**src/rtl/count_display_if.sv**
```systemverilog
// Handshake and display bundle between the count register and count_display_driver.
interface count_display_if #(
   parameter int n      = 8,
   parameter int DIGITS = 3
);
   logic                  load_i;
   logic [n-1:0]          data_i;
   logic [4*DIGITS-1:0]   bcd_o;
   logic                  busy_o;
   logic [DIGITS-1:0]     an_o;
   logic [6:0]            seg_o;

   modport master (
      output load_i, data_i,
      input  bcd_o, busy_o, an_o, seg_o
   );

   modport slave (
      input  load_i, data_i,
      output bcd_o, busy_o, an_o, seg_o
   );
endinterface

```
**src/rtl/count_display_driver.sv**
```systemverilog
// Binary count -> BCD (serial double-dabble) -> multiplexed common-anode 7-segment scan.
// Optional leading-zero blanking is enabled by defining COUNT_DISPLAY_BLANK_EN.
module count_display_driver #(
   parameter int n        = 8,
   parameter int DIGITS   = 3,
   parameter int SCAN_DIV = 50000
) (
   input  logic             clk,
   input  logic             reset,
   count_display_if.slave   bus
);
   localparam int BW = 4 * DIGITS;
   localparam int CW = $clog2(n + 1);
   localparam int IW = (DIGITS > 1) ? $clog2(DIGITS) : 1;
   localparam int PW = (SCAN_DIV > 1) ? $clog2(SCAN_DIV) : 1;

   typedef enum logic [1:0] {S_IDLE, S_SHIFT, S_DONE} state_t;

   function automatic logic [BW-1:0] f_dabble_adj(input logic [BW-1:0] s);
      logic [BW-1:0] r;
      r = s;
      for (int i = 0; i < DIGITS; i++) begin
         if (s[4*i +: 4] >= 4'd5) r[4*i +: 4] = s[4*i +: 4] + 4'd3;
      end
      return r;
   endfunction

   function automatic logic [6:0] f_seg7(input logic [3:0] d);
      case (d)
         4'd0:    return 7'b1000000;
         4'd1:    return 7'b1111001;
         4'd2:    return 7'b0100100;
         4'd3:    return 7'b0110000;
         4'd4:    return 7'b0011001;
         4'd5:    return 7'b0010010;
         4'd6:    return 7'b0000010;
         4'd7:    return 7'b1111000;
         4'd8:    return 7'b0000000;
         4'd9:    return 7'b0010000;
         default: return 7'b1111111;
      endcase
   endfunction

   state_t          r_state, w_state_nxt;
   logic [n-1:0]    r_shift, w_shift_nxt;
   logic [BW-1:0]   r_scratch, w_scratch_nxt;
   logic [n-1:0]    r_hold, w_hold_nxt;
   logic [CW-1:0]   r_cnt, w_cnt_nxt;
   logic            r_pending, w_pending_nxt;
   logic [BW-1:0]   r_bcd, w_bcd_nxt;
   logic [BW-1:0]   w_adj;

   logic [PW-1:0]     r_presc, w_presc_nxt;
   logic [IW-1:0]     r_idx, w_idx_nxt;
   logic [DIGITS-1:0] r_an, w_an_nxt;
   logic [6:0]        r_seg, w_seg_nxt;
   logic [3:0]        w_nib;
   logic [DIGITS-1:0] w_blank;
   logic              w_lead;
   logic              w_wrap;

   assign w_adj = f_dabble_adj(r_scratch);

   always_comb begin
      w_state_nxt   = r_state;
      w_shift_nxt   = r_shift;
      w_scratch_nxt = r_scratch;
      w_hold_nxt    = r_hold;
      w_cnt_nxt     = r_cnt;
      w_pending_nxt = r_pending;
      w_bcd_nxt     = r_bcd;
      case (r_state)
         S_IDLE: begin
            if (bus.load_i) begin
               w_shift_nxt   = bus.data_i;
               w_scratch_nxt = '0;
               w_cnt_nxt     = CW'(n);
               w_state_nxt   = S_SHIFT;
            end
         end
         S_SHIFT: begin
            w_scratch_nxt = (w_adj << 1) | {{(BW-1){1'b0}}, r_shift[n-1]};
            w_shift_nxt   = r_shift << 1;
            w_cnt_nxt     = r_cnt - CW'(1);
            if (r_cnt == CW'(1)) w_state_nxt = S_DONE;
            if (bus.load_i) begin
               w_hold_nxt    = bus.data_i;
               w_pending_nxt = 1'b1;
            end
         end
         S_DONE: begin
            w_bcd_nxt = r_scratch;
            // A load arriving in DONE itself is newest, so it beats the held value.
            if (bus.load_i || r_pending) begin
               w_shift_nxt   = bus.load_i ? bus.data_i : r_hold;
               w_scratch_nxt = '0;
               w_cnt_nxt     = CW'(n);
               w_pending_nxt = 1'b0;
               w_state_nxt   = S_SHIFT;
            end else begin
               w_state_nxt   = S_IDLE;
            end
         end
         default: w_state_nxt = S_IDLE;
      endcase
   end

   always_ff @(posedge clk or posedge reset) begin
      if (reset) begin
         r_state   <= S_IDLE;
         r_cnt     <= '0;
         r_pending <= 1'b0;
         r_bcd     <= '0;
      end else begin
         r_state   <= w_state_nxt;
         r_cnt     <= w_cnt_nxt;
         r_pending <= w_pending_nxt;
         r_bcd     <= w_bcd_nxt;
      end
   end

   always_ff @(posedge clk) begin
      r_shift   <= w_shift_nxt;
      r_scratch <= w_scratch_nxt;
      r_hold    <= w_hold_nxt;
   end

   always_comb begin
      w_wrap      = (r_presc == PW'(SCAN_DIV - 1));
      w_presc_nxt = w_wrap ? '0 : r_presc + PW'(1);
      w_idx_nxt   = r_idx;
      if (w_wrap) w_idx_nxt = (r_idx == IW'(DIGITS - 1)) ? '0 : r_idx + IW'(1);
   end

   // Anode and segment registers are both driven from the next index so they switch together.
   always_comb begin
      w_nib    = 4'd0;
      w_an_nxt = '1;
      w_blank  = '0;
      w_lead   = 1'b1;
`ifdef COUNT_DISPLAY_BLANK_EN
      for (int i = DIGITS - 1; i >= 0; i--) begin
         w_lead     = w_lead & (r_bcd[4*i +: 4] == 4'd0);
         w_blank[i] = w_lead && (i > 0);
      end
`endif
      w_seg_nxt = 7'b1111111;
      for (int i = 0; i < DIGITS; i++) begin
         if (w_idx_nxt == IW'(i)) begin
            w_nib       = r_bcd[4*i +: 4];
            w_an_nxt[i] = 1'b0;
            w_seg_nxt   = w_blank[i] ? 7'b1111111 : f_seg7(r_bcd[4*i +: 4]);
         end
      end
   end

   always_ff @(posedge clk or posedge reset) begin
      if (reset) begin
         r_presc <= '0;
         r_idx   <= '0;
         r_an    <= {{(DIGITS-1){1'b1}}, 1'b0};
         r_seg   <= 7'b1000000;
      end else begin
         r_presc <= w_presc_nxt;
         r_idx   <= w_idx_nxt;
         r_an    <= w_an_nxt;
         r_seg   <= w_seg_nxt;
      end
   end

   assign bus.bcd_o  = r_bcd;
   assign bus.busy_o = (r_state != S_IDLE);
   assign bus.an_o   = r_an;
   assign bus.seg_o  = r_seg;

   logic w_unused;
   assign w_unused = ^w_nib;
endmodule

```
**src/flat_wrapper.sv**
```systemverilog
// flat-port wrapper written by rule: the top's interface ports become plain ports
module count_display_driver_flat 
#(
   parameter int n        = 8,
   parameter int DIGITS   = 3,
   parameter int SCAN_DIV = 50000
)
  (clk, reset, bus_load_i, bus_data_i, bus_bcd_o, bus_busy_o, bus_an_o, bus_seg_o);
  count_display_if #(.n(n), .DIGITS(DIGITS)) bus_i ();
  input  logic clk;
  input  logic reset;
  input wire logic [$bits(bus_i.load_i)-1:0] bus_load_i;
  input wire logic [$bits(bus_i.data_i)-1:0] bus_data_i;
  output wire logic [$bits(bus_i.bcd_o)-1:0] bus_bcd_o;
  output wire logic [$bits(bus_i.busy_o)-1:0] bus_busy_o;
  output wire logic [$bits(bus_i.an_o)-1:0] bus_an_o;
  output wire logic [$bits(bus_i.seg_o)-1:0] bus_seg_o;
  assign bus_i.load_i = bus_load_i;
  assign bus_i.data_i = bus_data_i;
  assign bus_bcd_o = bus_i.bcd_o;
  assign bus_busy_o = bus_i.busy_o;
  assign bus_an_o = bus_i.an_o;
  assign bus_seg_o = bus_i.seg_o;
  count_display_driver #(.n(n), .DIGITS(DIGITS), .SCAN_DIV(SCAN_DIV)) u_core (.clk(clk), .reset(reset), .bus(bus_i));
endmodule
```
**config.mk**
```make
export PLATFORM = sky130hd
export DESIGN_NAME = count_display_driver_flat
export DESIGN_NICKNAME = d
export VERILOG_FILES = /design/src/rtl/count_display_if.sv /design/src/rtl/count_display_driver.sv /design/src/flat_wrapper.sv
export SDC_FILE = /design/constraint.sdc
export NUM_CORES = 1
export LEC_CHECK = 0
export CAP_MARGIN = 20
export CORE_MARGIN = 1.5
export CORE_UTILIZATION = 63
export DETAILED_ROUTE_END_ITERATION = 12
export PLACE_DENSITY = 0.85
export SLEW_MARGIN = 20
export SYNTH_ARGS = -nofsm -noshare
export SYNTH_HDL_FRONTEND = slang
export SYNTH_SLANG_ARGS = --single-unit
```
**constraint.sdc**
```tcl
create_clock -name clk -period 3.25 [get_ports clk]
set_clock_uncertainty 0.15 [all_clocks]
set_input_delay 0.8125 -clock clk [delete_from_list [all_inputs] [get_ports clk]]
set_output_delay 0.8125 -clock clk [all_outputs]
set_load 0.03 [all_outputs]
```
==> impl_metrics.toml, run 1 <==
[run_status]
status = "finished, final reports clean"

[timing]
finalSetupViolCount = 0
hold_viol = 0
rsz0062_at_grt = "false"
slew_headroom_pct = 54.7
worstMarginPinSlew_ns = 0.679
max_freq_mhz = 345
drv_slew = 0
whs_ns = 0.341
setup-tns-final_ns = 0
period_minus_slack_ns = 2.90
period_share_pct = 89.2

[placed_design]
port_buffers = 33
dp_hpwl_microns = 5890
gp_congestion = 0.889

[layout]
antennaDiodeCount = 0
final_common_cell = "dfrtp_1"
synthToLayoutAreaGrowth_pct = 13.8
final_cell_mix = "44 x dfrtp_1, 41 x nor2_1, 36 x nand2_1"
fin_nets = 517
drive_above_1_share_pct = 11.2

[die]
core_sq_um = 6790
initial_utilization_pct = 64.8
ios = 34
fp.dieW_microns = 86.6
fp.dieH_microns = 86.6
rows = 30
dieArea_sq_um = 7500

[cts]
cts.clk_slew.worst_paths_ns = 0.09
cts_resized = 0
cts-root-buf = "clkbuf_8"
numCtsBuffers = 9
worstSkewPairLatency_ns = 0.36
cts_tree = "done"
htreeDepth = 3
clockBufferDepth = 2
cts_setup_buffers = 0
hold_buffers = 0
clkSinkCount = 75

[yosys]
synth-seq-cells = 75
synth_area_per_cell_sq_um = 9.85
ys_seq_area_share_pct = 45.9
async_flop_share_pct = 62.7
synthFlopType = "dfrtp_1"
yosys_warnings = 0
synth_cell_types = 58
synth_edf_count = 28
syn_inst = 447
synth_nets = 487
synth_area_sq_um = 4400

[detailed_routing]
wl_microns = 8290
post-route-drc-count = 0
drt-pass1-iter-count = 4
ant_nets = 0
viasPerCell = 5.67
vias = 3276
routedWlPerCell_microns = 14.3
drt-initial-drc-count = 166

[critical_path]
crit_fanout = 5
cp.required_ns = 2.29
critical_path.top_delay_family = "buffers and inverters"
cp_slowest_cell = "clkdlybuf4s50_1"
critical-path-max-stage-delay_ns = 0.68
crit_top_cell = "inv_1"
crit_chain = "inv_1 > ha_1 > inv_1 > clkdlybuf4s50_1"
worstPathArrival_ns = 1.94
path_buf_inv = 3
critPathKind = "reg2out"
end_kind = "primary output"
start_kind = "register"

[grt]
grt_usage_pct = 25.0
grt_max_degree = 48
grt_pass1_vias = 3182
antenna_found_initial = 0
grt_pass1_wl_microns = 14600
gr-total-overflow = 0

[power_and_ir_drop]
peakVddDrop_uv = 521
p_leak_nw = 2.16
power_density_nw_per_um2 = 890

[worst_hold_path]
hold_path.class = "reg2reg"

[job]
maxCapViolCount = 0
-- path summary, 6_finish.rpt --
kind | end | from | slack [ns] | cells after the start
min in group asynchronous | u_core.r_cnt[3] | reset | 0.77 | 3
worst max-delay path | bus_busy_o | u_core.r_state[0] | 0.35 | 4
worst min-delay path | u_core.r_presc[0] | u_core.r_presc[0] | 0.34 | 1
max in group asynchronous | u_core.bus.seg_o[5] | reset | 1.78 | 3
worst max register to register | u_core.bus.seg_o[3] | u_core.r_presc[0] | 0.91 | 5
worst min register to register | u_core.r_presc[0] | u_core.r_presc[0] | 0.34 | 1
-- Yosys cell counts, types with 6 or more instances --
master | instances | share of area, %
xor2_1 | 12 | 2.4
nor2b_1 | 6 | 0.85
a22oi_1 | 7 | 1.2
ha_1 | 29 | 8.2
inv_1 | 28 | 2.4
o22ai_1 | 6 | 0.85
nand2_1 | 36 | 3.1
o21ai_0 | 32 | 3.6
and2_1 | 7 | 0.99
xnor2_1 | 9 | 1.8
nand3_1 | 9 | 1.0
nand2b_1 | 13 | 1.8
edfxtp_1 | 28 | 19
mux2_2 | 14 | 3.6
a21oi_1 | 24 | 2.7
nor2_1 | 41 | 3.5
clkbuf_1 | 15 | 1.3
dfrtp_1 | 44 | 25
nor3_1 | 15 | 1.7
-- registers in the layout, summed over array words and instances, names as in the netlist --
name / cells
u_core.bus.an_o: 3
u_core.bus.bcd_o: 12
u_core.bus.seg_o: 7
u_core.r_cnt: 4
u_core.r_hold: 8
u_core.r_idx: 2
u_core.r_pending: 1
u_core.r_presc: 16
u_core.r_scratch: 12
u_core.r_shift: 8
u_core.r_state: 2
-- metrics by stage --
step	utilization, %	total power [mW]	worst slack (ns)	area [sq um]	std cells
5_1_grt	73.8	4.81	0.231	5010	578
4_1_cts	73.8	4.48	0.345	5010	578
3_5_place_dp	70.7	3.72	0.627	4810	562
3_3_place_gp	70.7	3.62	0.713	4810	562
2_1_floorplan	-	3.12	0.902	4400	447
6_report	73.8	4.46	0.352	5010	578
-- routing by layer --
layer  global-route usage (%)  wire length (microns)  vias up
li1                         -                      -     1618
met1                     31.5                   3720     1570
met2                     42.0                   4090       74
met3                     4.10                    308       14
met4                     11.9                    167        0
met5                        0                      0        -
-- kinds of logic (layout without fill, tap and decap cells) --
kind of cell | count (synthesis) | after routing | share of synthesized area [%]
flip-flops | 75 | 75 | 45.9
AO/OA/AOI/OAI | 100 | 100 | 14.4
AND/OR/NAND/NOR | 154 | 154 | 18.0
XOR/XNOR | 21 | 21 | 4.18
multiplexers | 18 | 18 | 4.49
buffers and inverters | 50 | 85 | 4.86
adder cells (fa/ha/maj) | 29 | 29 | 8.24
-- cell type report --
class / count / area [sq um]
tap: 96 / 120
clock buffer: 9 / 124
clock inverter: 7 / 82.6
sequential: 75 / 2020
inverter: 28 / 105
multi-input combinational: 322 / 2170
timing repair buffer: 41 / 390
fill: 472 / 1780
-- where the power goes --
part | internal, mW | switching [mW]
combinational | 0.868 | 1.19
sequential | 1.37 | 0.290
clock | 0.368 | 0.373
Power figures use the tool's default switching activity.
==> inputs of run 2 (changes only) <==
--- a/config.mk
+++ b/config.mk
@@ -5,10 +5,12 @@
 export SDC_FILE = /design/constraint.sdc
 export NUM_CORES = 1
 export LEC_CHECK = 0
+export ABC_CLOCK_PERIOD_IN_PS = 3250
 export CAP_MARGIN = 20
 export CORE_MARGIN = 1.5
 export CORE_UTILIZATION = 63
 export DETAILED_ROUTE_END_ITERATION = 12
+export GPL_TIMING_DRIVEN = 0
 export PLACE_DENSITY = 0.85
 export SLEW_MARGIN = 20
 export SYNTH_ARGS = -nofsm -noshare
==> constraint.sdc (replaced) <==
create_clock -name clk -period 3.25 [get_ports clk]
set_clock_uncertainty 0.15 [all_clocks]
set_input_delay 0.8125 -clock clk [delete_from_list [all_inputs] [get_ports clk]]
set_output_delay 0.8125 -clock clk [all_outputs]
set_load 0.005 [all_outputs]
==> run 2 against run 1 <==
Compared with the run above: global-route usage increased by 0.32 points; power is 5.3% lower; largest cell class unchanged; highest routed layer unchanged; first-iteration DRC count down 19%.
==> impl_metrics.toml, run 2 (synthesis gave the netlist of run 1 again) <==
[critical_path]
crit_fanout = 5
critical-path-max-stage-delay_ns = 0.51
crit_chain = "inv_1 > ha_1 > inv_1 > clkdlybuf4s50_1"
cp.required_ns = 2.29
worstPathArrival_ns = 1.74
reg2reg_slack_ns = 0.77
crit_top_cell = "inv_1"
cp_slowest_cell = "clkdlybuf4s50_1"
critPathKind = "reg2out"
critical_path.top_delay_family = "buffers and inverters"
end_kind = "primary output"
path_buf_inv = 3
start_kind = "register"

[timing]
slew_headroom_pct = 44.4
rsz0062_at_grt = "false"
setup-tns-final_ns = 0
period_share_pct = 83.2
drv_slew = 0
period_minus_slack_ns = 2.70
hold_viol = 0
finalSetupViolCount = 0
worstMarginPinSlew_ns = 0.833
max_freq_mhz = 370

[grt]
gr-total-overflow = 0
grt_pass1_wl_microns = 14800
met2_usage_pct = 43.5
use_met1_pct = 32.4
top_usage_layer = "met2"
antenna_found_initial = 0
met3_usage_pct = 5.43
grt_pass1_vias = 3249
grt_usage_pct = 25.3
grt_max_degree = 32

[placed_design]
gp_congestion = 0.910
dp_hpwl_microns = 6450
port_buffers = 33
place_inst = 577

[layout]
final_common_cell = "dfrtp_1"
final_cell_mix = "44 x dfrtp_1, 41 x nor2_1, 36 x nand2_1"
drive_above_1_share_pct = 10.3
largest_reg_flops = 16
antennaDiodeCount = 0
instances_no_fill = 593
synthToLayoutAreaGrowth_pct = 15.0
regMostFlops = "u_core.r_presc"
fin_nets = 532

[detailed_routing]
wl_microns = 8790
routedWlPerCell_microns = 14.8
drt-pass1-iter-count = 4
ant_nets = 0
vias = 3390
viasPerCell = 5.72
post-route-drc-count = 0
drt-initial-drc-count = 135

[die]
fp.dieH_microns = 86.6
dieArea_sq_um = 7500
initial_utilization_pct = 64.8
core_sq_um = 6790
rows = 30
ios = 34
fp.dieW_microns = 86.6

[cts]
clkSinkCount = 75
worstSkewPairLatency_ns = 0.34
cts.clk_slew.worst_paths_ns = 0.08
cts_tree = "done"
hold_buffers = 0
cts_setup_buffers = 0
htreeDepth = 3
cts_resized = 0
cts-root-buf = "clkbuf_8"
clockBufferDepth = 2
numCtsBuffers = 9

[power_and_ir_drop]
p_total_mw = 4.23
peakVddDrop_uv = 499
p_leak_nw = 2.16
power_density_nw_per_um2 = 834

[worst_hold_path]
hold_path.class = "reg2reg"

[job]
maxCapViolCount = 0

[run_status]
status = "finished, final reports clean"
## run 2: changes by cell type in the layout (fill, tap and decap cells not counted), sizes merged
cell,previous run,this run
clkbuf,9,28
inv,32,29
clkinvlp,0,2
buf,8,7
bufinv,1,0
clkinv,2,1
## run 2: power by group
| part | internal, mW | switching [mW] | leakage, nW |
|---|---|---|---|
| Sequential | 1.37 | 0.228 | 0.891 |
| Clock | 0.329 | 0.351 | 0.0883 |
| Combinational | 0.874 | 1.07 | 1.18 |
## run 2: final cells by class
class	count	area, sq um
multi-input cells	322	2170
flip-flops and latches	75	2020
fillers	488	1730
repair buffers	34	350
clock buffers	12	156
well taps	96	120
plain buffers	22	109
inverters	28	105
clock inverters	4	32.5
## run 2: through the flow
step / instance area (sq um) / util, % / setup slack (ns) / hold slack, ns
final: 5060 / 74.5 / 0.547 / 0.345
after global routing: 5060 / 74.5 / 0.453 / 0.367
after detailed placement: 4870 / 71.7 / 0.290 / 0.335
after floorplan: 4400 / - / 1.09 / 0.301
after CTS: 5060 / 74.5 / 0.537 / 0.347
after global placement: 4850 / 71.5 / 0.312 / 0.325
## run 2: final timing paths
path,from,end,depth (start not counted)
min in group asynchronous,reset,u_core.r_presc[13],2
hold reg to reg,u_core.r_presc[0],u_core.r_presc[0],1
max in group asynchronous,reset,u_core.bus.an_o[2],3
setup reg to reg,u_core.r_state[0],u_core.r_scratch[7],6
hold / removal,u_core.r_presc[0],u_core.r_presc[0],1
setup / recovery,u_core.r_state[0],bus_busy_o,4
## run 2: per-layer routing
| layer | up-vias | part of all wire (%) |
|---|---|---|
| met5 | - | 0 |
| met4 | 0 | 1.6 |
| met3 | 15 | 4.2 |
| met2 | 104 | 50 |
| met1 | 1619 | 44 |
| li1 | 1652 | - |
